[src/rtl/cpu_ctrl_pkg.sv]
// cpu_ctrl_pkg: opcode encodings, microstep constants and control word shared by the sequencer.
package cpu_ctrl_pkg;
  typedef enum logic [3:0] {
    OP_NOP = 4'h0,
    OP_LDA = 4'h1,
    OP_ADD = 4'h2,
    OP_SUB = 4'h3,
    OP_STA = 4'h4,
    OP_LDI = 4'h5,
    OP_JMP = 4'h6,
    OP_JC  = 4'h7,
    OP_JZ  = 4'h8,
    OP_OUT = 4'he,
    OP_HLT = 4'hf
  } opcode_e;

  localparam logic [2:0] STEP_T0 = 3'd0;
  localparam logic [2:0] STEP_T1 = 3'd1;
  localparam logic [2:0] STEP_T2 = 3'd2;
  localparam logic [2:0] STEP_T3 = 3'd3;
  localparam logic [2:0] STEP_T4 = 3'd4;

  typedef struct packed {
    logic pc_out;
    logic ir_out;
    logic ram_out;
    logic a_out;
    logic alu_out;
    logic mar_in;
    logic ir_in;
    logic ram_in;
    logic a_in;
    logic b_in;
    logic out_in;
    logic pc_inc;
    logic pc_load;
    logic alu_sub;
    logic flags_in;
  } ctrl_word_t;

  // Undefined opcodes fall through to the fetch-only length of NOP.
  function automatic logic [2:0] last_step(opcode_e op);
    case (op)
      OP_LDA, OP_STA: last_step = STEP_T3;
      OP_ADD, OP_SUB: last_step = STEP_T4;
      OP_LDI, OP_JMP, OP_JC, OP_JZ, OP_OUT, OP_HLT: last_step = STEP_T2;
      default: last_step = STEP_T1;
    endcase
  endfunction
endpackage

[src/rtl/ctrl_microcode_rom.sv]
// ctrl_microcode_rom: combinational decode of (opcode, step, flags) into one control word.
module ctrl_microcode_rom
  import cpu_ctrl_pkg::*;
(
  input  opcode_e    opcode,
  input  logic [2:0] step,
  input  logic       flag_carry,
  input  logic       flag_zero,
  output ctrl_word_t word
);
  logic t2, t3, t4;
  assign t2 = step == STEP_T2;
  assign t3 = step == STEP_T3;
  assign t4 = step == STEP_T4;
  always_comb begin
    word = '0;
    if (step == STEP_T0) begin
      word.pc_out = 1'b1;
      word.mar_in = 1'b1;
    end else if (step == STEP_T1) begin
      word.ram_out = 1'b1;
      word.ir_in   = 1'b1;
      word.pc_inc  = 1'b1;
    end else begin
      case (opcode)
        OP_LDA: begin
          word.ir_out  = t2;
          word.mar_in  = t2;
          word.ram_out = t3;
          word.a_in    = t3;
        end
        OP_ADD, OP_SUB: begin
          word.ir_out   = t2;
          word.mar_in   = t2;
          word.ram_out  = t3;
          word.b_in     = t3;
          word.alu_out  = t4;
          word.a_in     = t4;
          word.flags_in = t4;
          word.alu_sub  = t4 && opcode == OP_SUB;
        end
        OP_STA: begin
          word.ir_out = t2;
          word.mar_in = t2;
          word.a_out  = t3;
          word.ram_in = t3;
        end
        OP_LDI: begin
          word.ir_out = t2;
          word.a_in   = t2;
        end
        OP_JMP: begin
          word.ir_out  = t2;
          word.pc_load = t2;
        end
        OP_JC: begin
          word.ir_out  = t2 && flag_carry;
          word.pc_load = t2 && flag_carry;
        end
        OP_JZ: begin
          word.ir_out  = t2 && flag_zero;
          word.pc_load = t2 && flag_zero;
        end
        OP_OUT: begin
          word.a_out  = t2;
          word.out_in = t2;
        end
        default: ;
      endcase
    end
  end
endmodule

[src/rtl/bus_control_sequencer.sv]
// bus_control_sequencer: step counter and sticky halt driving the microcoded bus control word.
module bus_control_sequencer
  import cpu_ctrl_pkg::*;
#(
  parameter int OP_W   = 4,
  parameter int STEP_W = 3
) (
  input  logic              clk,
  input  logic              rst_n,
  input  logic [OP_W-1:0]   opcode,
  input  logic              flag_carry,
  input  logic              flag_zero,
  output logic [STEP_W-1:0] step,
  output logic              halt,
  output logic              pc_out,
  output logic              ir_out,
  output logic              ram_out,
  output logic              a_out,
  output logic              alu_out,
  output logic              mar_in,
  output logic              ir_in,
  output logic              ram_in,
  output logic              a_in,
  output logic              b_in,
  output logic              out_in,
  output logic              pc_inc,
  output logic              pc_load,
  output logic              alu_sub,
  output logic              flags_in
);
  logic [STEP_W-1:0] step_q;
  logic              halted;
  logic              hlt_now;
  logic              wrap;
  opcode_e           op;
  ctrl_word_t        rom_word, word;

  assign op = opcode_e'(opcode);

  ctrl_microcode_rom u_rom (
    .opcode    (op),
    .step      (step_q),
    .flag_carry(flag_carry),
    .flag_zero (flag_zero),
    .word      (rom_word)
  );

  assign hlt_now = !halted && step_q == STEP_T2 && op == OP_HLT;
  assign wrap    = halted || step_q >= last_step(op) || step_q >= STEP_T4;

  always_ff @(posedge clk or negedge rst_n) begin
    if (!rst_n) begin
      step_q <= '0;
      halted <= 1'b0;
    end else begin
      step_q <= wrap ? '0 : step_q + 1'b1;
      halted <= halted || hlt_now;
    end
  end

  // Reset gates the outputs combinationally so they drop without waiting for an edge.
  assign word = (rst_n && !halted) ? rom_word : '0;
  assign halt = rst_n && (halted || hlt_now);
  assign step = step_q;
  assign {pc_out, ir_out, ram_out, a_out, alu_out, mar_in, ir_in, ram_in,
          a_in, b_in, out_in, pc_inc, pc_load, alu_sub, flags_in} = word;

  bus_exclusive: assert property (@(posedge clk) disable iff (!rst_n)
    $onehot0({pc_out, ir_out, ram_out, a_out, alu_out}) &&
    !(pc_out && pc_load) && !(ir_out && ir_in) &&
    !(ram_out && ram_in) && !(a_out && a_in));
endmodule
[config.mk]
export PLATFORM = sky130hd
export DESIGN_NAME = bus_control_sequencer
export DESIGN_NICKNAME = d
export VERILOG_FILES = /design/src/rtl/cpu_ctrl_pkg.sv /design/src/rtl/ctrl_microcode_rom.sv /design/src/rtl/bus_control_sequencer.sv
export SDC_FILE = /design/constraint.sdc
export NUM_CORES = 1
export LEC_CHECK = 0
export CAP_MARGIN = 40
export CORE_ASPECT_RATIO = 0.8
export CORE_MARGIN = 3
export CORE_UTILIZATION = 37
export CTS_CLUSTER_DIAMETER = 150
export DETAILED_ROUTE_END_ITERATION = 16
export PLACE_DENSITY = 0.71
export SYNTH_ARGS = -nofsm -noshare
export SYNTH_HDL_FRONTEND = slang
export SYNTH_HIERARCHICAL = 1
export SYNTH_SLANG_ARGS = --single-unit
[constraint.sdc]
create_clock -name clk -period 1.5 [get_ports clk]
set_input_delay 0.3 -clock clk [delete_from_list [all_inputs] [get_ports clk]]
set_output_delay 0.3 -clock clk [all_outputs]
set_load 0.01 [all_outputs]
# After elaboration in Yosys (flattened, before gate mapping)

Memory sizes are Yosys's and may differ from the RTL's.
Index checks and enable logic that the tools add are counted.

Register bits: 4
Bits in read-only memories: 48
Bits of input ports: 8
Output and inout bits: 19
Word-level logic and storage cells: 59
Memories kept: 1

Add/sub/neg operators: 1
Order comparisons: 2
Eq/ne operators: 14
Multiplexer cells: 23
Reduce and logical (&&, ||, !) cells: 16

Memory list:

| memory           | depth | bits a word | rd ports | clocked after memory_dff | write ports | RTL line           | RTL |
|---|---|---|---|---|---|---|---|
| (name not given) | 16    | 3           | 1        | 0                        | 0           | cpu_ctrl_pkg.sv:43 | `case (op)` |

Operator list:

| operator                                            | number |
|---|---|
| equality test 4 x 3 -> 1 bit, second input constant | 4 |
| 2-to-1 mux 15 bit                                   | 1 |
| equality test 4 bit, second input constant          | 3 |
| 2-to-1 mux 1 bit                                    | 11 |
| 2-to-1 mux 3 bit                                    | 3 |
| 2-to-1 mux 9 bit                                    | 1 |
| one-hot mux 1 bit (3 select lines)                  | 3 |
| equality test 4 x 2 -> 1 bit, second input constant | 2 |
| 2-to-1 mux 4 bit                                    | 2 |
| logical AND 1 bit                                   | 7 |
| equality test 3 x 2 -> 1 bit, second input constant | 2 |
| OR reduction 6 bit                                  | 1 |
| equality test 4 x 1 -> 1 bit, second input constant | 1 |
| OR reduction 4 bit                                  | 1 |
| adder 3 x 1 -> 3 bit, second input constant         | 1 |
| equality test 3 x 1 -> 1 bit, second input constant | 1 |
| equality test 3 bit, second input constant          | 1 |
| >= comparator 3 bit                                 | 1 |
| >= comparator 3 bit, second input constant          | 1 |
| zero test 3 bit                                     | 1 |
| logical OR 1 bit                                    | 3 |
| OR reduction 3 bit                                  | 1 |
| 2-to-1 mux 2 bit                                    | 1 |
| one-hot mux 1 bit (2 select lines)                  | 1 |
| 2 further kinds                                     | 2 |

# Depth between registers and ports, before layout

Gate-level depths: netlist (run 1).

Depth after elaboration: 6
Gate-level depth with buffers: 7
Mapped depth without buffers: 7

# Cells and area by module

The synthesis (run 1) kept the hierarchy.

By module, submodules not included:

| module                | instances | cells each | area an instance (um2) | seq. area each (um2) |
|---|---|---|---|---|
| bus_control_sequencer | 1         | 46         | 384.1                  | 100.1 |
| ctrl_microcode_rom    | 1         | 39         | 256.5                  | 0.0 |

# Least setup slack after synthesis (run 1)

Ideal clock, no wire load.

Path type: flip-flop to output port
From: reg step_q[0] (netlist: step[0])
To: out halt
Arrival time: 1.382 ns
Data required time: 1.200 ns
Path slack: -0.182 ns
Stages on the path, launching flop included: 6
Path buffers: 0
Cell sequence: dfrtp_1 > inv_1 > ha_1 > and4b_1 > a31o_1 > and2_1

Cells in the longest elaborated chain, start to end: 5

Ends and longest elaborated chain:

| item                            | RTL line                    | RTL |
|---|---|---|
| start: declaration              | bus_control_sequencer.sv:31 | `logic [STEP_W-1:0] step_q;` |
| start signal: assignment        | bus_control_sequencer.sv:56 | `step_q <= wrap ? '0 : step_q + 1'b1;` |
| equality test 3 x 2 -> 1 bit    | bus_control_sequencer.sv:48 | `assign hlt_now = !halted && step_q == STEP_T2 && op == OP_HLT;` |
| logical AND 1 bit (2 in series) | bus_control_sequencer.sv:48 |  |
| logical OR 1 bit                | bus_control_sequencer.sv:63 | `assign halt = rst_n && (halted \|\| hlt_now);` |
| logical AND 1 bit               | bus_control_sequencer.sv:63 |  |
| end: declaration                | bus_control_sequencer.sv:14 | `output logic halt,` |

Every way passes these cells.

==> results.cfg, run 1 <==
[run_status]
outcome = complete, but fails checks
violations = negative setup slack

[timing]
slew_violations = 0
maxSlewHeadroom_pct = 83.2
finalCriticalPeriod_ps = 1850
setup_viol = 19
final.setup.worst_slack_ps = -348
fin_crit_sh_pct = 123
clock_skew_ps = 5.64
rsz0062_at_grt = true
tns_ps = -3760
max_freq_mhz = 541
tightestPinTransition_ps = 250
finalHoldViolations = 0

[clock_tree]
clk_latency_ps = 250
clk_path_buf_depth = 2
numCtsBuffers = 3
cts_sinks = 4
h-tree-depth = 1
cts_tree = yes
clk_pin_slew_ps = 40
clockRootBuffer = clkbuf_4

[power_and_ir_drop]
p_comb_share_pct = 75.7
vdd_drop_max_uv = 894
power_frac_seq_pct = 13.5
clkPwrFrac_pct = 10.8
intPower_uw = 834
p_total_mw = 1.45
p_leak_nw = 0.635
p_sw_share_pct = 42.3
p_sw_uw = 612
power.density_mw_per_mm2 = 1100

[routing]
drc_errors = 0
wl_met1_um = 1090
dr.pass1.iters = 4
vias_per_cell = 5.39
wl_met3_um = 147
drt_wl_total_um = 2720
drt-wirelength-per-cell_um = 16.5
top_layer = met4
drt_iter0_markers = 13
detail-route-antenna-nets = 0
wl_met2_um = 1380
vias = 889

[yosys]
synth_fp_nets = 98
synthCells = 85
ys_warn_count = 6
netlist_top_cells_area = and2_1, dfrtp_1, ha_1
synth_seq_cells = 4
synth_area_um2 = 641
synth_ff_type = dfrtp_1
synth_edf_count = 0
synth-async-reset-ratio_pct = 100
synth_top_area_share_pct = 16.6
syn_avg_cell_area_um2 = 7.54
ys_seq_area_share_pct = 15.6
ys_types = 32
yosys.area.top_type = and2_1

[placed_design]
hpwl_um = 1630
numPortBuffers = 26
place_ws_ps = -1110
globalplace.congestion = 0.778

[layout]
syn2layout_area_growth_pct = 105
drive_gt1_share_pct = 61.8
diodes = 0
n_fill_cell = 82
nNetsFinal = 158
utilization_pct = 87.4

[floorplanning]
design.die.area_mm2 = 0.00227
coreArea_mm2 = 0.00150
io_pins = 27
die_h_um = 43.2
row_count = 12
start_util_pct = 42.7
die_w_um = 52.5

[critical_path]
slowest_stage = dfrtp_2
worst-path-buf-inv = 4
crit_top_cell = buf_6
arrival_ps = 1550
cpLargestDelayFamily = buffers and inverters
crit_fanout = 5
crit_path_max_incr_delay_ps = 400
cp_data_required_time_ps = 1200
start_kind = flop
critical_path_class = flop to output port
crit_path_cell_trace = buf_6, buf_6, buf_6, o31a_1, nor3_2, and2_1, buf_2
cp-end-kind = output port

[global_routing]
grt_overflow = 0
track_usage_pct = 25.2
grt_start_max_net_pins = 9
antenna_found_initial = 0
grt_pass1_wl_um = 4110
grt_pass1_vias = 857

[flow_run]
drv_cap = 0

[hold_path]
min_path_type = input port to asynchronous set/reset pin
metal layers:
metal  vias up  track usage (%)
li1        412                -
met1       418             27.3
met2        42             46.5
met3        17             3.51
met4         0             12.2
met5         -                0
layout by cell type, fill, tap and decap left out, types with 3 or more instances in the layout:
cell / synthesis / final
a21oi_1: 6 / 3
a21oi_2: 0 / 3
and2_1: 17 / 15
buf_2: 0 / 16
buf_4: 3 / 19
buf_6: 0 / 16
clkbuf_4: 0 / 3
dfrtp_2: 0 / 3
dlygate4sd2_1: 0 / 4
ha_1: 5 / 4
nand2b_4: 0 / 3
nor2_2: 0 / 4
o21a_1: 3 / 3
sequential cells by signal, indices dropped and copies added, names as in the netlist:
signal,cells
halted,1
step,3
repair_timing:
action,in CTS,in global routing
setup buffers,5,7
hold buffers,0,0
pin swaps,17,13
endpoints found under the setup margin,22,20
cloned,1,0
resized for setup,121,27
path summary, 6_finish.rpt:
check                      slack, ps  cells past startpoint              start                end
min reg2reg                      640                      2  step[0]$_DFF_PN0_  step[0]$_DFF_PN0_
max                             -350                      7  step[1]$_DFF_PN0_             mar_in
max reg2reg                      -40                      7  step[1]$_DFF_PN0_  step[1]$_DFF_PN0_
max in group asynchronous       1290                      2              rst_n  step[2]$_DFF_PN0_
min                               80                      2              rst_n  step[0]$_DFF_PN0_
min in group clk                 550                      4          opcode[0]   halted$_DFF_PN0_
power groups by stage:
stage / registers (mW) / logic [mW] / clock network [mW]
floorplan: 0.223 / 0.310 / 0
global placement: 0.201 / 0.709 / 0
detailed placement: 0.202 / 0.738 / 0
CTS: 0.194 / 0.906 / 0.160
finish: 0.195 / 1.10 / 0.157
global route: 0.204 / 1.18 / 0.167
final cells by class:
| type | count | area, um2 | area share, % |
|---|---|---|---|
| multi-input cells | 72 | 638 | 48.6 |
| repair buffers | 60 | 503 | 38.3 |
| flip-flops and latches | 4 | 104 | 7.91 |
| clock buffers | 4 | 26.3 | 2.00 |
| well taps | 21 | 26.3 | 2.00 |
| inverters | 4 | 15.0 | 1.14 |
metrics by stage:
| stage | hold WS, ps | area, um2 | cells |
|---|---|---|---|
| global placement | 535 | 1070 | 149 |
| floorplan | 4.41 | 647 | 85 |
| CTS | 79.3 | 1210 | 159 |
| detailed placement | 538 | 1070 | 149 |
| finish | 83.3 | 1310 | 165 |
| global route | 84.4 | 1310 | 165 |
Yosys cell counts (3+ instances only):
library cell and number:
and2_1 17, nor2_1 7, a21oi_1 6, ha_1 5
dfrtp_1 4, inv_1 4, nand2b_1 4, buf_4 3
nor3_1 3, o21a_1 3, o21ai_0 3
logic make-up after synthesis:
kind of cell / after synthesis / synth area share, %
and+or+nand+nor: 50 / 50.0
AOI/OAI and AO/OA: 16 / 16.0
xor gates and xnor gates: 1 / 1.37
DFF: 4 / 15.6
buffers and inverters: 9 / 7.22
adders and majority gates: 5 / 9.77
Power figures use the tool's default switching activity.
==> run 2, diff against run 1 <==
--- a/config.mk
+++ b/config.mk
@@ -7,7 +7,6 @@
 export LEC_CHECK = 0
 export CAP_MARGIN = 40
 export CORE_ASPECT_RATIO = 0.8
-export CORE_MARGIN = 3
 export CORE_UTILIZATION = 37
 export CTS_CLUSTER_DIAMETER = 150
 export DETAILED_ROUTE_END_ITERATION = 16
==> constraint.sdc (replaced) <==
create_clock -name clk -period 1.5 [get_ports clk]
set_input_delay 0.225 -clock clk [delete_from_list [all_inputs] [get_ports clk]]
set_output_delay 0.225 -clock clk [all_outputs]
set_load 0.01 [all_outputs]
==> results.cfg, run 2 (synthesized netlist as in run 1, its figures left out) <==
[timing]
clock_skew_ps = 2.42
setup_viol = 15
finalCriticalPeriod_ps = 1700
fin_crit_sh_pct = 114
max_freq_mhz = 587
slew_violations = 0
rsz0062_at_grt = true
maxSlewHeadroom_pct = 79.5
finalHoldViolations = 0
tightestPinTransition_ps = 304
tns_ps = -1730
final.setup.worst_slack_ps = -204

[power_and_ir_drop]
p_leak_nw = 0.641
p_total_mw = 1.34
power_frac_seq_pct = 15.4
intPower_uw = 794
vdd_drop_max_uv = 750
p_sw_share_pct = 40.8
clkPwrFrac_pct = 9.2
p_sw_uw = 548
power.density_mw_per_mm2 = 1030
p_comb_share_pct = 75.4

[clock_tree]
clk_latency_ps = 220
clk_path_buf_depth = 2
cts_sinks = 4
clockRootBuffer = clkbuf_4
cts_tree = yes
clk_pin_slew_ps = 40
numCtsBuffers = 3
h-tree-depth = 1

[floorplanning]
design.die.area_mm2 = 0.00190
start_util_pct = 39.4
row_count = 13
coreArea_mm2 = 0.00163
die_w_um = 48.5
die_h_um = 39.2
io_pins = 27

[critical_path]
crit_path_max_incr_delay_ps = 380
cp_data_required_time_ps = 1270
crit_end = out_in
start_kind = flop
cp-end-kind = output port
ff2ff_path_depth = 7
arrival_ps = 1480
critical_path_class = flop to output port
slowest_stage = dfrtp_1
crit_start = step[2]$_DFF_PN0_
r2r_slack_ps = 40
crit_fanout = 3
timing.rr.end = step[0]$_DFF_PN0_
r2r_start = step[1]$_DFF_PN0_
crit_path_cell_trace = and2b_2, nand2b_4, nor4b_4, and2_1, buf_2

[flow_run]
drv_cap = 0

[routing]
drt_wl_total_um = 2330
drt-wirelength-per-cell_um = 14.4
drt_iter0_markers = 5
detail-route-antenna-nets = 0
vias_per_cell = 5.01
vias = 812
drc_errors = 0
dr.pass1.iters = 4

[layout]
diodes = 0
utilization_pct = 80.2
n_fill_cell = 111
syn2layout_area_growth_pct = 104
fin_area_mm2 = 0.00130
nNetsFinal = 155
final_cell_mix = buf_2, buf_4, and2_1
drive_gt1_share_pct = 61.4
largest_reg_flops = 3

[placed_design]
numPortBuffers = 26
globalplace.congestion = 0.754
hpwl_um = 1440
detailed_place.area_mm2 = 0.00108
place_ws_ps = -828

[global_routing]
grtUsageMet3_pct = 1.18
grt_overflow = 0
grt_pass1_vias = 724
grt.met1_usage_pct = 24.3
antenna_found_initial = 0
track_usage_pct = 21.4
grt_pass1_wl_um = 3050
grt_start_max_net_pins = 16
top_usage_layer = met2
use_met2_pct = 45.4

[run_status]
outcome = complete, but fails checks
violations = negative setup slack

[hold_path]
min_path_type = input port to asynchronous set/reset pin
-- run 2: changes by cell type in the layout (fill, tap and decap cells not counted), moves of 2 or more --
cell,delta
buf_8,-2
nor2_1,+3
buf_4,-2
nor3_2,+2
dlymetal6s2s_1,+2
ha_4,+2
nor2_2,-2
ha_1,-3
-- run 2: cell type report --
class	instances	area (um2)	area share (%)
timing repair buffer	57	473	36.3
clock buffer	3	22.5	1.73
tap	22	27.5	2.11
sequential	4	103	7.87
inverter	4	15.0	1.15
multi-input combinational	72	663	50.9
-- run 2: critical path: cells and delay by family (launching register included) --
kind | cells | cell delay (ps)
and+or+nand+nor | 4 | 750
DFF | 1 | 380
buffers and inverters | 1 | 130
-- run 2: timing repair --
item,4_1_cts,5_1_grt
buffers inserted,8,2
gates cloned,0,0
hold buffers,0,1
setup endpoints to repair,21,20
endpoints found under the hold margin,0,4
pin swaps,26,16
resized for setup,113,24
-- run 2: worst min-delay path by stage --
stage               depth (start not counted)           endpoint
floorplan                                   0   halted$_DFF_PN0_
global placement                            2   halted$_DFF_PN0_
detailed placement                          2   halted$_DFF_PN0_
CTS                                         2   halted$_DFF_PN0_
global route                                3  step[2]$_DFF_PN0_
finish                                      3   halted$_DFF_PN0_
-- run 2: stage by stage --
| stage | hold WS (ps) | std cells |
|---|---|---|
| after floorplan | -70.6 | 85 |
| after global placement | 513 | 150 |
| after detailed placement | 520 | 150 |
| after CTS | 289 | 160 |
| after global routing | 542 | 162 |
| final | 499 | 162 |
-- run 2: power groups by stage --
stage | logic [mW] | clock network, mW | registers [mW]
final | 1.01 | 0.124 | 0.206
after global placement | 0.717 | 0 | 0.199
after floorplan | 0.304 | 0 | 0.223
after detailed placement | 0.742 | 0 | 0.204
after CTS | 0.870 | 0.130 | 0.200
after global routing | 1.08 | 0.139 | 0.210
-- run 2: per-layer routing --
layer  wire length [um]  up-vias
li1                   -      405
met1                967      379
met2               1250       24
met3                 78        4
met4                 36        0
met5                  0        -
